[config.mk]
export PLATFORM = sky130hd
export DESIGN_NAME = vga_output_stage
export DESIGN_NICKNAME = d
export VERILOG_FILES = /design/src/rtl/vga_output_stage.sv
export SDC_FILE = /design/constraint.sdc
export NUM_CORES = 1
export LEC_CHECK = 0
export BUFFER_PORTS_ARGS = -buffer_cell sky130_fd_sc_hd__buf_4
export CORE_AREA = 2 2 129 68
export CTS_CLUSTER_SIZE = 16
export DETAILED_ROUTE_END_ITERATION = 10
export DIE_AREA = 0 0 131 70
export PLACE_DENSITY = 0.54
export SLEW_MARGIN = 25
export SYNTH_ARGS = -nofsm -noshare
export SYNTH_HDL_FRONTEND = slang
export SYNTH_SLANG_ARGS = --single-unit
[constraint.sdc]
create_clock -name clk -period 3.35 [get_ports clk]
set_input_delay 0.1675 -clock clk [delete_from_list [all_inputs] [get_ports clk]]
set_output_delay 0.1675 -clock clk [all_outputs]
set_load 0.02 [all_outputs]
[src/rtl/vga_output_stage.sv]
// rtl/vga_output_stage.sv - VGA raster counters, sync re-timing and DAC output register
// Sync/blank are delayed to meet the drawer's colour, then all pins are registered together.
module vga_output_stage #(
   parameter int unsigned H_TOTAL    = 800,
   parameter int unsigned H_SYNC     = 96,
   parameter int unsigned H_BACK     = 144,
   parameter int unsigned H_ACTIVE   = 640,
   parameter int unsigned V_TOTAL    = 525,
   parameter int unsigned V_SYNC     = 2,
   parameter int unsigned V_BACK     = 35,
   parameter int unsigned V_ACTIVE   = 480,
   parameter int unsigned PIPE_DELAY = 1
) (
   input  logic        clk,
   input  logic        reset,
   input  logic        pix_en,
   input  logic [23:0] rgb_color,
   output logic [9:0]  x,
   output logic [9:0]  y,
   output logic        hsync,
   output logic        vsync,
   output logic        blank_n,
   output logic        sync_n,
   output logic [7:0]  red,
   output logic [7:0]  green,
   output logic [7:0]  blue,
   output logic        frame_start
);

   localparam logic [9:0]  H_LAST  = 10'(H_TOTAL - 1);
   localparam logic [9:0]  V_LAST  = 10'(V_TOTAL - 1);
   localparam logic [9:0]  H_SYNC_W = 10'(H_SYNC);
   localparam logic [9:0]  V_SYNC_W = 10'(V_SYNC);
   localparam logic [10:0] H_ACT_LO = 11'(H_BACK);
   localparam logic [10:0] H_ACT_HI = 11'(H_BACK + H_ACTIVE);
   localparam logic [10:0] V_ACT_LO = 11'(V_BACK);
   localparam logic [10:0] V_ACT_HI = 11'(V_BACK + V_ACTIVE);

   logic [9:0] h_cnt_q, h_cnt_d;
   logic [9:0] v_cnt_q, v_cnt_d;
   logic       h_wrap;
   logic       frame_end;

   logic       hs_raw, vs_raw, act_raw;

   logic [PIPE_DELAY-1:0] hs_dly_q, hs_dly_d;
   logic [PIPE_DELAY-1:0] vs_dly_q, vs_dly_d;
   logic [PIPE_DELAY-1:0] act_dly_q, act_dly_d;

   logic        hsync_q, vsync_q, blank_n_q, frame_start_q;
   logic [23:0] rgb_q, rgb_d;

   always_comb begin
      h_wrap    = (h_cnt_q == H_LAST);
      frame_end = h_wrap && (v_cnt_q == V_LAST);
      h_cnt_d   = h_wrap ? 10'd0 : h_cnt_q + 10'd1;
      v_cnt_d   = v_cnt_q;
      if (h_wrap) begin
         v_cnt_d = (v_cnt_q == V_LAST) ? 10'd0 : v_cnt_q + 10'd1;
      end
   end

   // Active window compared in 11 bits so a window ending at 1024 still decodes.
   always_comb begin
      hs_raw  = !(h_cnt_q < H_SYNC_W);
      vs_raw  = !(v_cnt_q < V_SYNC_W);
      act_raw = ({1'b0, h_cnt_q} >= H_ACT_LO) && ({1'b0, h_cnt_q} < H_ACT_HI) &&
                ({1'b0, v_cnt_q} >= V_ACT_LO) && ({1'b0, v_cnt_q} < V_ACT_HI);
   end

   always_comb begin
      hs_dly_d     = hs_dly_q;
      vs_dly_d     = vs_dly_q;
      act_dly_d    = act_dly_q;
      hs_dly_d[0]  = hs_raw;
      vs_dly_d[0]  = vs_raw;
      act_dly_d[0] = act_raw;
      for (int i = 1; i < PIPE_DELAY; i++) begin
         hs_dly_d[i]  = hs_dly_q[i-1];
         vs_dly_d[i]  = vs_dly_q[i-1];
         act_dly_d[i] = act_dly_q[i-1];
      end
   end

   always_comb begin
      rgb_d = act_dly_q[PIPE_DELAY-1] ? rgb_color : 24'h000000;
   end

   always_ff @(posedge clk or negedge reset) begin
      if (!reset) begin
         h_cnt_q       <= 10'd0;
         v_cnt_q       <= 10'd0;
         hs_dly_q      <= '1;
         vs_dly_q      <= '1;
         act_dly_q     <= '0;
         hsync_q       <= 1'b1;
         vsync_q       <= 1'b1;
         blank_n_q     <= 1'b0;
         rgb_q         <= 24'h000000;
         frame_start_q <= 1'b0;
      end else if (pix_en) begin
         h_cnt_q       <= h_cnt_d;
         v_cnt_q       <= v_cnt_d;
         hs_dly_q      <= hs_dly_d;
         vs_dly_q      <= vs_dly_d;
         act_dly_q     <= act_dly_d;
         hsync_q       <= hs_dly_q[PIPE_DELAY-1];
         vsync_q       <= vs_dly_q[PIPE_DELAY-1];
         blank_n_q     <= act_dly_q[PIPE_DELAY-1];
         rgb_q         <= rgb_d;
         frame_start_q <= frame_end;
      end
   end

   assign x           = h_cnt_q;
   assign y           = v_cnt_q;
   assign hsync       = hsync_q;
   assign vsync       = vsync_q;
   assign blank_n     = blank_n_q;
   assign sync_n      = 1'b0;
   assign red         = rgb_q[23:16];
   assign green       = rgb_q[15:8];
   assign blue        = rgb_q[7:0];
   assign frame_start = frame_start_q;

endmodule

==> reports/qor_table.md <==
| Stage | Item | This run |
|---|---|---|
| outcome | Run status | finished clean |
| worst setup path | Data required time of the worst path | 3.55 ns |
| worst setup path | Worst EP arrival | 2.08 ns |
| cells and area | Number of antenna diodes | 0 |
| clock network | TritonCTS Sinks | 51 |
| placed design | Total of buffers placed on input and output ports | 74 |
| timing | Count of final hold-check violations | 0 |
| placed design | Placed wire-length estimate after detailed placement | 4.134 mm |
| die | Total Die Area | 0.009170 sq mm |
| logic synthesis | Number of flops mapped to enable cells by yosys | 0 |
| die | Die Span X | 131 um |
| hold path | Worst min-delay path class | input pin to register |
| timing | Max Clock Freq | 534.4 MHz |
| clock network | Number of gates resized after CTS | 0 |
| clock network | Clock latency on the worst-skew pair | 0.29 ns |
| timing | Final critical-path required period | 1.871 ns |
| global routing | First-pass GRT wire length | 9.273 mm |
| global routing | Met2 demand-to-capacity share in global routing | 15.37% |
| logic synthesis | Post-synthesis async set-or-reset flop share | 100.0% |
| timing | Slew HR | 44.20% |
| worst setup path | Category of the worst setup path launch point | register |
| timing | Fin crit share | 55.86% |
| detailed routing | Vias/cell | 4.500 |
| clock network | Number of hold buffers added after CTS | 1 |
| detailed routing | Avg WL per Cell | 13.48 um |
| clock network | Register clock-pin slew on the reported worst setup and hold paths | 0.07 ns |
| logic synthesis | YS warnings | 0 |
| cells and area | Filler Cell Count | 848 |
| cells and area | Total area of multi-input combinational cells | 895.9 sq um |
| timing | Setup violations, final | 0 |
| logic synthesis | Synth Area per Inst | 9.936 sq um |
| logic synthesis | Count of different cell masters after synthesis | 43 |
| logic synthesis | Syn_nets | 268 |
| cells and area | Most frequent standard cell in the layout excluding fill and tap cells | sky130_fd_sc_hd__buf_4 |
| die | Boundary Pins | 76 |
| clock network | Number of buffers created by CTS | 5 |
| logic synthesis | Ys flop type | sky130_fd_sc_hd__dfrtp_1 |
| cells and area | Final design area excluding fillers | 0.003174 sq mm |
| global routing | Most used routing layer in global routing | met1 |
| logic synthesis | Sequential element share of the synthesized area | 54.41% |
| detailed routing | Count of TritonRoute iterations in the first routing pass | 4 |
| timing | Transition at the pin with the smallest max-transition slack | 0.8369 ns |
| cells and area | Final layout net count | 337 |
| clock network | Library cell used as clock root buffer | sky130_fd_sc_hd__clkbuf_16 |
| die | Overall die height | 70 um |
| die | Effective utilization at floorplan | 28.52% |
| worst setup path | Crit Path Category | register to register |
| cells and area | Commonest cells after routing, fill and taps aside | sky130_fd_sc_hd__buf_4, sky130_fd_sc_hd__dfrtp_1, sky130_fd_sc_hd__nand3_1 |
| clock network | TritonCTS clock tree | built |
| global routing | Global routing usage summed across all routing layers | 12.88% |
| run | Max-capacitance violation count | 0 |
| clock network | Largest buffer count on any clock path | 2 |
| global routing | Total congestion overflow | 0 |
| power | Leakage | 1.464 nW |
| detailed routing | Total vias in the final route | 1,908 |
| worst setup path | Element type at the critical path end | register |
| global routing | Initial antenna violation count | 0 |
| die | Area of the core | 0.008258 sq mm |
| clock network | H-tree depth reported by CTS | 2 |
| power | VDD IR max | 0.2390 mV |
| detailed routing | Antenna viol nets, final | 0 |
| global routing | Met1 GRT Util | 21.82% |
| global routing | Largest net degree at the start of global routing | 66 |
| worst setup path | Biggest fanout along the worst timing path | 7 |
| logic synthesis | Post-Syn Instances | 237 |
| timing | Clock skew after layout | 0.01239 ns |
| placed design | Weighted congestion reported at the end of routability-driven placement | 0.7409 |
| logic synthesis | Post-Syn Area | 0.002355 sq mm |
| die | Floorplan row count | 24 |
| cells and area | Combined flip-flop and latch cell area | 0.001281 sq mm |
| power | Power density over the cells | 475.4 mW/mm^2 |
| global routing | Grt met3 use | 4.521% |
| timing | Max-slew violation total from the final report | 0 |
| detailed routing | Routed wire length | 5.717 mm |
| cells and area | Post-synthesis to final-layout area growth | 34.80% |
| cells and area | Share of final-layout standard cells stronger than drive strength 1 | 31.27% |
| detailed routing | Iteration-0 DRC count of the detailed router | 135 |
| logic synthesis | Synth Register Bits | 51 |
| timing | Setup_tns | 0 ns |
| global routing | Vias in the first global route | 1,741 |
| detailed routing | Drc violations | 0 |
| clock network | Total setup buffers inserted after CTS | 0 |
| placed design | Instance area at placement | 0.002995 sq mm |
| timing | Unrepaired setup endpoints after global routing | false |
==> metal layers <==
metal | part of all wire (%) | routed length, um
met1 | 54 | 3075
met2 | 38 | 2153
met3 | 8.6 | 489
met4 | 0 | 0
met5 | 0 | 0
==> report_power, final <==
part | leakage [nW] | internal (mW) | switching, mW | total, mW
sequential | 0.668 | 0.650 | 0.0683 | 0.718
clock | 0.0838 | 0.352 | 0.221 | 0.573
combinational | 0.712 | 0.0929 | 0.125 | 0.218
total | 1.46 | 1.10 | 0.414 | 1.51
==> synth_stat cells (all sizes together), types with 2 or more instances <==
cell / n / share of area (%)
dfstp: 4 / 4.5
o311ai: 3 / 1.1
xnor2: 7 / 2.6
clkbuf: 6 / 1.0
o22ai: 3 / 0.80
nor3: 4 / 0.85
dfrtp: 47 / 50
mux2: 3 / 1.4
and4: 3 / 1.2
nand3: 34 / 7.2
buf: 7 / 1.6
nand4: 6 / 2.2
ha: 4 / 2.1
a31oi: 2 / 0.53
xor2: 3 / 1.1
and3: 2 / 0.53
o21ai: 33 / 7.0
nand2: 8 / 1.3
or3: 2 / 0.53
nor4: 2 / 1.2
inv: 31 / 4.9
nor2: 8 / 1.3
==> cell families after synthesis <==
group                    synth area share, %
other                                 0.1593
flip-flops                             54.41
buffers and inverters                  7.545
adder cells (fa/ha/maj)                2.125
multiplexers                           1.435
AO/OA/AOI/OAI                          12.27
XOR/XNOR                               3.720
AND/OR/NAND/NOR                        18.33
==> sequential cells by signal (all words and copies together) (netlist names) <==
signal	flops
rgb_q	24
x	10
y	10
act_dly_q	1
blank_n	1
frame_start	1
hs_dly_q	1
hsync	1
vs_dly_q	1
vsync	1
==> critical path: stages (launching register included) <==
cell,delay (ns)
sky130_fd_sc_hd__dfrtp_1,0.42
sky130_fd_sc_hd__ha_1,0.25
sky130_fd_sc_hd__nand4_4,0.17
sky130_fd_sc_hd__nor3_1,0.65
sky130_fd_sc_hd__nand2_1,0.10
sky130_fd_sc_hd__o21ai_0,0.19
==> final timing paths <==
kind	from	endpoint	slack, ns	cells past startpoint
max in group asynchronous	reset	y[4]	2.45	2
max reg2reg	x[1]	y[2]	1.48	5
min reg2reg	hs_dly_q	hs_dly_q	0.49	2
max	x[1]	y[2]	1.48	5
min in group asynchronous	reset	rgb_q[18]	0.44	2
min	rgb_color[15]	rgb_q[15]	0.12	3
==> final cells by class <==
cell class / instances / area share [%]
multi-input combinational: 142 / 28.22
sequential: 51 / 40.36
clock buffer: 5 / 3.942
clock inverter: 3 / 1.380
inverter: 31 / 3.666
tap: 117 / 4.612
timing repair buffer: 75 / 17.82
==> stage by stage <==
| stage | worst slack [ns] | hold slack, ns | std cells | utilization (%) | total power [mW] |
|---|---|---|---|---|---|
| 3_5_place_dp | 1.408 | 0.2476 | 415 | 36.27 | 0.9465 |
| 6_report | 1.479 | 0.1151 | 424 | 38.44 | 1.509 |
| 2_1_floorplan | 1.502 | -0.1281 | 237 | - | 0.8382 |
| 3_3_place_gp | 1.483 | 0.2500 | 415 | 36.27 | 0.9423 |
| 4_1_cts | 1.482 | 0.1087 | 424 | 38.44 | 1.532 |
| 5_1_grt | 1.266 | 0.1175 | 424 | 38.44 | 1.578 |
(Power assumes the default switching activity.)
